## src/rtl/iir_pkg.sv

```systemverilog
// Shared definitions for the time-multiplexed biquad cascade: tap indices, FSM
// encoding, default widths and the round/saturate helper.
package iir_pkg;

    localparam int unsigned DefDw   = 24;
    localparam int unsigned DefFw   = 22;
    localparam int unsigned NumTaps = 5;

    // Coefficient slot order inside one section.
    localparam logic [2:0] TAP_B0 = 3'd0;
    localparam logic [2:0] TAP_B1 = 3'd1;
    localparam logic [2:0] TAP_B2 = 3'd2;
    localparam logic [2:0] TAP_A1 = 3'd3;
    localparam logic [2:0] TAP_A2 = 3'd4;

    typedef enum logic [1:0] {
        StIdle = 2'd0,
        StMac  = 2'd1,
        StWb   = 2'd2,
        StOut  = 2'd3
    } state_e;

    // Helper works on a fixed wide container so it can serve any DW/FW combination.
    localparam int unsigned AccMaxW = 128;
    localparam int unsigned ResMaxW = 64;

    typedef struct packed {
        logic                  sat;
        logic [ResMaxW-1:0]    val;
    } sat_res_t;

    // Round half up at bit FW, then clamp to a signed DW-bit range.
    function automatic sat_res_t sat_round(input logic signed [AccMaxW-1:0] acc,
                                           input int unsigned dw,
                                           input int unsigned fw);
        logic signed [AccMaxW-1:0] one;
        logic signed [AccMaxW-1:0] half;
        logic signed [AccMaxW-1:0] rnd;
        logic signed [AccMaxW-1:0] max_v;
        logic signed [AccMaxW-1:0] min_v;
        sat_res_t                  res;
        one   = AccMaxW'(1);
        half  = one <<< (fw - 1);
        rnd   = (acc + half) >>> fw;
        max_v = (one <<< (dw - 1)) - one;
        min_v = -(one <<< (dw - 1));
        res.sat = 1'b0;
        res.val = rnd[ResMaxW-1:0];
        if (rnd > max_v) begin
            res.sat = 1'b1;
            res.val = max_v[ResMaxW-1:0];
        end else if (rnd < min_v) begin
            res.sat = 1'b1;
            res.val = min_v[ResMaxW-1:0];
        end
        return res;
    endfunction

endpackage

```

## src/rtl/iir_mac_sat.sv

```systemverilog
// Shared multiply-accumulate engine: signed product added or subtracted into a
// full-precision accumulator, with a combinational rounded/saturated result.
module iir_mac_sat
    import iir_pkg::*;
#(
    parameter int unsigned DW = DefDw,
    parameter int unsigned FW = DefFw
) (
    input  logic                 clk,
    input  logic                 rst_n,
    input  logic                 clr_i,
    input  logic                 en_i,
    input  logic                 sub_i,
    input  logic signed [DW-1:0] coef_i,
    input  logic signed [DW-1:0] opnd_i,
    output logic [DW-1:0]        res_o,
    output logic                 sat_o
);

    localparam int unsigned AccW = 2 * DW + 3;

    logic signed [AccW-1:0]   acc_q;
    logic signed [AccW-1:0]   acc_d;
    logic signed [2*DW-1:0]   prod;
    sat_res_t                 rnd;
    logic                     unused_rnd_hi;

    assign prod = coef_i * opnd_i;

    // Accumulator next state: clear has priority, feedback taps subtract.
    always_comb begin
        acc_d = acc_q;
        if (clr_i) begin
            acc_d = '0;
        end else if (en_i) begin
            if (sub_i) begin
                acc_d = acc_q - AccW'(prod);
            end else begin
                acc_d = acc_q + AccW'(prod);
            end
        end
    end

    // Accumulator register.
    always_ff @(posedge clk or negedge rst_n) begin
        if (!rst_n) begin
            acc_q <= '0;
        end else begin
            acc_q <= acc_d;
        end
    end

    // Quantise the accumulator back to the sample format.
    always_comb begin
        rnd           = sat_round(AccMaxW'(acc_q), DW, FW);
        res_o         = rnd.val[DW-1:0];
        sat_o         = rnd.sat;
        unused_rnd_hi = ^rnd.val[ResMaxW-1:DW];
    end

endmodule

```

## src/rtl/iir_sos_cascade_tdm.sv

```systemverilog
// Cascade of NUM_SECT direct-form-I biquads sharing one MAC. Each accepted sample
// walks through every section (5 MAC cycles + 1 write-back each) before it is
// offered downstream; coefficients are loadable at run time while idle.
module iir_sos_cascade_tdm
    import iir_pkg::*;
#(
    parameter int unsigned DW       = DefDw,
    parameter int unsigned FW       = DefFw,
    parameter int unsigned NUM_SECT = 4,
    localparam int unsigned AW      = $clog2(NUM_SECT * 5)
) (
    input  logic          clk,
    input  logic          rst_n,
    input  logic          in_valid_i,
    output logic          in_ready_o,
    input  logic [DW-1:0] in_data_i,
    output logic          out_valid_o,
    input  logic          out_ready_i,
    output logic [DW-1:0] out_data_o,
    input  logic          cfg_we_i,
    input  logic [AW-1:0] cfg_addr_i,
    input  logic [DW-1:0] cfg_wdata_i,
    output logic          cfg_err_o,
    input  logic          clear_state_i,
    output logic          sat_flag_o
);

    localparam int unsigned NumCoef = NUM_SECT * NumTaps;
    localparam int unsigned SecW    = (NUM_SECT > 1) ? $clog2(NUM_SECT) : 1;

    state_e          state_q, state_d;
    logic [SecW-1:0] sec_q, sec_d;
    logic [2:0]      tap_q, tap_d;
    logic [DW-1:0]   x_q, x_d;
    logic [DW-1:0]   out_q, out_d;
    logic            sat_q, sat_d;
    logic            cfg_err_q, cfg_err_d;

    logic [DW-1:0]   coef_q [NumCoef];
    logic [DW-1:0]   x1_q   [NUM_SECT];
    logic [DW-1:0]   x2_q   [NUM_SECT];
    logic [DW-1:0]   y1_q   [NUM_SECT];
    logic [DW-1:0]   y2_q   [NUM_SECT];

    logic [AW-1:0]   coef_idx;
    logic [DW-1:0]   mac_coef;
    logic [DW-1:0]   mac_opnd;
    logic            mac_sub;
    logic            mac_en;
    logic            mac_clr;
    logic [DW-1:0]   mac_res;
    logic            mac_sat;
    logic            cfg_addr_ok;
    logic            cfg_wr;
    logic            clear_now;

    assign cfg_addr_ok = 32'(cfg_addr_i) < NumCoef;
    assign cfg_wr      = cfg_we_i && (state_q == StIdle) && cfg_addr_ok;
    assign cfg_err_d   = cfg_we_i && !cfg_wr;
    assign clear_now   = (state_q == StIdle) && clear_state_i;

    assign mac_en      = (state_q == StMac);
    assign mac_clr     = (state_q != StMac);
    assign coef_idx    = AW'(sec_q) * AW'(NumTaps) + AW'(tap_q);
    assign mac_coef    = coef_q[coef_idx];

    assign out_data_o  = out_q;
    assign cfg_err_o   = cfg_err_q;
    assign sat_flag_o  = sat_q;

    // Pick the delay-line operand for the current tap; feedback taps subtract.
    always_comb begin
        mac_opnd = '0;
        mac_sub  = 1'b0;
        case (tap_q)
            TAP_B0: mac_opnd = x_q;
            TAP_B1: mac_opnd = x1_q[sec_q];
            TAP_B2: mac_opnd = x2_q[sec_q];
            TAP_A1: begin
                mac_opnd = y1_q[sec_q];
                mac_sub  = 1'b1;
            end
            TAP_A2: begin
                mac_opnd = y2_q[sec_q];
                mac_sub  = 1'b1;
            end
            default: mac_opnd = '0;
        endcase
    end

    iir_mac_sat #(
        .DW (DW),
        .FW (FW)
    ) u_mac (
        .clk    (clk),
        .rst_n  (rst_n),
        .clr_i  (mac_clr),
        .en_i   (mac_en),
        .sub_i  (mac_sub),
        .coef_i (mac_coef),
        .opnd_i (mac_opnd),
        .res_o  (mac_res),
        .sat_o  (mac_sat)
    );

    // Sequencer next state and handshake outputs.
    always_comb begin
        state_d     = state_q;
        sec_d       = sec_q;
        tap_d       = tap_q;
        x_d         = x_q;
        out_d       = out_q;
        sat_d       = sat_q;
        in_ready_o  = 1'b0;
        out_valid_o = 1'b0;
        unique case (state_q)
            StIdle: begin
                // A clear request blocks the input for that cycle.
                in_ready_o = !clear_state_i;
                if (clear_state_i) begin
                    sat_d = 1'b0;
                end else if (in_valid_i) begin
                    x_d     = in_data_i;
                    sec_d   = '0;
                    tap_d   = TAP_B0;
                    state_d = StMac;
                end
            end
            StMac: begin
                if (tap_q == TAP_A2) begin
                    state_d = StWb;
                end else begin
                    tap_d = tap_q + 3'd1;
                end
            end
            StWb: begin
                // Section result feeds the next section's input.
                x_d = mac_res;
                if (mac_sat) begin
                    sat_d = 1'b1;
                end
                if (sec_q == SecW'(NUM_SECT - 1)) begin
                    out_d   = mac_res;
                    state_d = StOut;
                end else begin
                    sec_d   = sec_q + SecW'(1);
                    tap_d   = TAP_B0;
                    state_d = StMac;
                end
            end
            StOut: begin
                out_valid_o = 1'b1;
                if (out_ready_i) begin
                    state_d = StIdle;
                end
            end
            default: state_d = StIdle;
        endcase
    end

    // Control and result registers.
    always_ff @(posedge clk or negedge rst_n) begin
        if (!rst_n) begin
            state_q   <= StIdle;
            sec_q     <= '0;
            tap_q     <= '0;
            x_q       <= '0;
            out_q     <= '0;
            sat_q     <= 1'b0;
            cfg_err_q <= 1'b0;
        end else begin
            state_q   <= state_d;
            sec_q     <= sec_d;
            tap_q     <= tap_d;
            x_q       <= x_d;
            out_q     <= out_d;
            sat_q     <= sat_d;
            cfg_err_q <= cfg_err_d;
        end
    end

    // Coefficient store, written only while idle with an in-range address.
    always_ff @(posedge clk or negedge rst_n) begin
        if (!rst_n) begin
            for (int i = 0; i < int'(NumCoef); i++) begin
                coef_q[i] <= '0;
            end
        end else if (cfg_wr) begin
            coef_q[cfg_addr_i] <= cfg_wdata_i;
        end
    end

    // Per-section delay lines: shifted at write-back, zeroed by an idle clear.
    always_ff @(posedge clk or negedge rst_n) begin
        if (!rst_n) begin
            for (int i = 0; i < int'(NUM_SECT); i++) begin
                x1_q[i] <= '0;
                x2_q[i] <= '0;
                y1_q[i] <= '0;
                y2_q[i] <= '0;
            end
        end else if (clear_now) begin
            for (int i = 0; i < int'(NUM_SECT); i++) begin
                x1_q[i] <= '0;
                x2_q[i] <= '0;
                y1_q[i] <= '0;
                y2_q[i] <= '0;
            end
        end else if (state_q == StWb) begin
            x2_q[sec_q] <= x1_q[sec_q];
            x1_q[sec_q] <= x_q;
            y2_q[sec_q] <= y1_q[sec_q];
            y1_q[sec_q] <= mac_res;
        end
    end

endmodule

```

## config.mk

```make
export PLATFORM = sky130hd
export DESIGN_NAME = iir_sos_cascade_tdm
export DESIGN_NICKNAME = d
export VERILOG_FILES = /design/src/rtl/iir_pkg.sv /design/src/rtl/iir_mac_sat.sv /design/src/rtl/iir_sos_cascade_tdm.sv
export SDC_FILE = /design/constraint.sdc
export NUM_CORES = 2
export LEC_CHECK = 0
export BUFFER_PORTS_ARGS = -buffer_cell sky130_fd_sc_hd__buf_2
export CAP_MARGIN = 0
export CORE_MARGIN = 2
export CORE_UTILIZATION = 32
export CTS_CLUSTER_SIZE = 30
export DETAILED_ROUTE_END_ITERATION = 10
export GPL_TIMING_DRIVEN = 1
export PLACE_DENSITY = 0.5
export SYNTH_ARGS = -nofsm -noshare
export SYNTH_HDL_FRONTEND = slang
export SYNTH_HIERARCHICAL = 1
export SYNTH_SLANG_ARGS = --single-unit
export TNS_END_PERCENT = 20
```

## constraint.sdc

```tcl
create_clock -name clk -period 11.8 [get_ports clk]
set_input_delay 0.59 -clock clk [delete_from_list [all_inputs] [get_ports clk]]
set_output_delay 0.59 -clock clk [all_outputs]
set_load 0.03 [all_outputs]
```

==> results <==
- Across every metal layer, demand over resource in global routing totals 19.2%.
- Pin placement for this block handled 87 I/O pins.
- After synthesis, flip-flops and latches occupy 35.0% of the total area.
- Setup total negative slack on the finished layout was measured at -1.16 ns.
- Measured in cells, the most critical reg-to-reg path has a length of 45.
- The arrival time of data at the critical path endpoint is 12.77 ns.
- In the routed layout, each cell is associated on average with a via count of 5.11.
- The netlist uses 90 different library cells.
- The kind of critical path is flop to flop.
- On the final layout, the worst hold slack is 0.102 ns.
- In this run the clock root is driven by a clkbuf_16.
- The final critical path time including I/O delays and setup is 12.13 ns.
- The run finished, with violations left.
- The die covers 221000 µm².
- The termination of the worst setup path is u_mac/acc_q[50]$_DFFE_PN0P_.
- The cell count along the critical path is 45.
- The required time of the critical path is 12.43 ns.
- Prior to clock tree synthesis, the placed netlist has a worst setup slack of -1.11 ns.
- The violation count after the first detailed-route iteration is 3219.
- The hold path startpoint is out_ready_i.
- The total area inside the core boundary comes to 215000 µm².
- The detailed router placed 49249 vias in this run.
- Clock tree synthesis inserted a total of 108 buffers.
- In this run the tool buffered the top-level ports with 86 buffer cells.
- The startpoint of the lowest-slack register-to-register path is sec_q[0]$_DFFE_PN0P_.
- Row generation in the floorplan step produced 170 rows.
- In the layout the commonest cells are dfrtp_1, buf_4, nand2_1.
- Across the run, the number of max-cap violations was 0.
- The flip-flop and latch count after synthesis is 972.
- The clock tree skew after final layout is 0.0808 ns.
- The routed wirelength normalized by instance count is 22.1 µm.
- Once detail routing completed, the nets flagged for antenna violations numbered 0.
- Dividing the synthesized area by the synthesized cell count gives 11.2 µm².
- The checks that failed: setup timing.
- The number of global-route vias before repair was 52613.
- For the pin with the worst max-slew slack, the measured transition is 1.31 ns.
- The leftover overflow at the end of global routing is 0.
- The dominant register cell in the synthesized netlist is dfrtp_1.
- Relative to the synthesized area, the layout overhead comes to 20.3%.
- The critical path's largest stage delay is 0.76 ns.
- The total detailed-routing wirelength is 213000 µm.
- Measured against its own limit, the worst slew margin works out to 12.0%.
- Along the worst path, the maximum fanout reaches 14.
- In the routed design, unresolved DRC markers number 0.
- Clock latency on the worst-skew pair, taken at its later pin, is 0.78 ns.
- The cell type group with the largest total delay on the critical path is adder cells.
- The clock tree synthesis step divided the H-tree into 3 levels.
- Clock-pin slew was measured on the worst setup and hold paths at 0.06 ns.
- The layout filler cell count is 20810.
- The first global-routing pass estimated 330000 µm of wire.
- The synthesized cell area is 69400 µm².
- Setup repair after global routing could not meet its margin everywhere.
- The critical path startpoint category is a flop.
- The part of the cycle the worst path needs is 103%.
- The number of flops mapped to enable cells by yosys is 0.
- Entering global routing, the biggest net connects 183 pins.
- In this run the worst setup path begins at sec_q[0]$_DFFE_PN0P_.
- Counting along the longest clock path gives a buffer depth of 3.
- The hold violation total from the final report is 0.
- The class of the most critical hold timing path is primary input to flop.
- The max-slew violation total from the final report is 0.
- The combined buffer and inverter count along the critical path is 9.
- The critical register-to-register path endpoint is u_mac/acc_q[50]$_DFFE_PN0P_.
- The worst setup path is captured at a flop.
- Once routing completed, OpenROAD measured the worst setup slack at -0.335 ns.
- Setup violations remaining at the end of the flow were counted as 9.
- The number of antenna violations at the first check in global routing is 12.
- The cell with the largest stage delay on the worst path is fa_4.
- Counting stages on the worst path, the most repeated cell is fa_1.
- The cell count after synthesis is 6172.
- Of the cells placed in the final design, the portion with a size suffix greater than 1 is 29.2%.
- The worst reg-to-reg setup slack is -0.33 ns.
- Leaving out fill and tap cells, the most frequent cell in the layout is dfrtp_1.
- Yosys printed 6 warnings.
- The final estimated routing congestion in global placement is 0.831.
- The initial utilization of the core area, before any placement, comes to 32.3%.
- The highest clock frequency the design can meet is 0.0824 GHz.
- At the end of the flow the core is filled with cells to 38.8%.
- The die is 470 µm wide.
- The detailed placement HPWL is 151000 µm.
- The die outline height is 470 µm.
- The number of nets in the synthesized netlist is 7041.
- The clock sink count is 972.
- For this run, asynchronously set or reset flops after synthesis account for 100%.
- The first detailed-routing pass ran for 6 iterations.
- The layout net count is 7574.
- TritonCTS built the clock tree.
[state kept, by name, indices dropped and copies added (netlist names), 3 cells and up]
register     cells
coef_q         480
out_data_o      24
y1_q            96
y2_q            96
x1_q            96
u_mac/acc_q     51
x_q             24
x2_q            96
tap_q            3
[worst register-to-register path, delay by kind of cell, from the launching register on]
kind / cells / cell delay [ns]
flip-flops: 1 / 0.55
buffers and inverters: 9 / 1.03
AND/OR/NAND/NOR: 8 / 2.12
multiplexers: 2 / 0.48
XOR/XNOR: 2 / 0.39
AO/OA/AOI/OAI: 12 / 2.24
adder cells (fa/ha/maj): 12 / 5.19
[kinds of logic after synthesis]
kind of cell	Yosys count	share of synthesized area [%]
compound gates	918	9.41
buf+inv	1076	6.17
fa+ha+maj	810	21.2
mux	778	16.0
simple gates	1458	10.2
flops	972	35.0
xor+xnor	160	2.02
[layer usage]
metal	part of all wire, %	track usage (%)
met1	46	26.8
met2	48	32.0
met3	3.8	2.38
met4	2.0	3.94
met5	0.011	0
[worst min path at each step]
stage	end	slack, ns	cells after the start
6_report	state_q[0]$_DFFE_PN0P_	0.10	2
5_1_grt	state_q[0]$_DFFE_PN0P_	0.06	2
4_1_cts	state_q[0]$_DFFE_PN0P_	0.03	2
3_5_place_dp	out_data_o[20]$_DFFE_PN0P_	0.46	2
3_3_place_gp	out_data_o[4]$_DFFE_PN0P_	0.46	2
2_1_floorplan	cfg_err_o$_DFF_PN0_	0.29	0
[repair_timing]
| item | CTS | global route |
|---|---|---|
| endpoints found under the setup margin | 24 | 25 |
| endpoints found under the hold margin | 86 | 0 |
| setup buffers | 24 | 22 |
| cloned | 3 | 1 |
| hold buffers | 1 | 0 |
| pin swaps | 92 | 152 |
| gates resized for setup | 126 | 149 |
[area by class of cell]
type / count / area [µm²] / share of cell area [%]
Tap cell: 2838 / 3550 / 4.25
Antenna cell: 3 / 7.51 / 0.00899
Timing Repair Buffer: 849 / 7260 / 8.69
Sequential cell: 972 / 24300 / 29.1
Inverter: 649 / 2440 / 2.92
Multi-Input combinational cell: 4125 / 42100 / 50.5
Clock inverter: 35 / 564 / 0.676
Clock buffer: 163 / 3230 / 3.87
[Yosys cell counts (53+ instances only)]
library cell / instances / area [µm²]
xor2_1: 60 / 526
mux4_2: 216 / 4860
a21o_1: 53 / 398
mux2_2: 478 / 5380
nand2_1: 664 / 2490
clkbuf_1: 312 / 1170
a21oi_1: 249 / 1250
a22o_1: 295 / 2580
o21ai_0: 104 / 521
and2_1: 296 / 1850
xnor2_1: 100 / 876
mux2i_1: 79 / 791
inv_1: 647 / 2430
fa_1: 609 / 12200
nor2_1: 180 / 676
ha_1: 201 / 2510
dfrtp_1: 972 / 24300
nand3_1: 86 / 430
[through the flow]
stage / area (µm²) / cells
CTS: 82700 / 9609
global route: 83500 / 9631
global placement: 78000 / 9385
floorplan: 69500 / 6172
finish: 83500 / 9634
detailed placement: 78000 / 9385
Power is left out: the tool's default activity adds up to more than one toggle a clock period on the data nets, which glitch-free logic cannot reach.
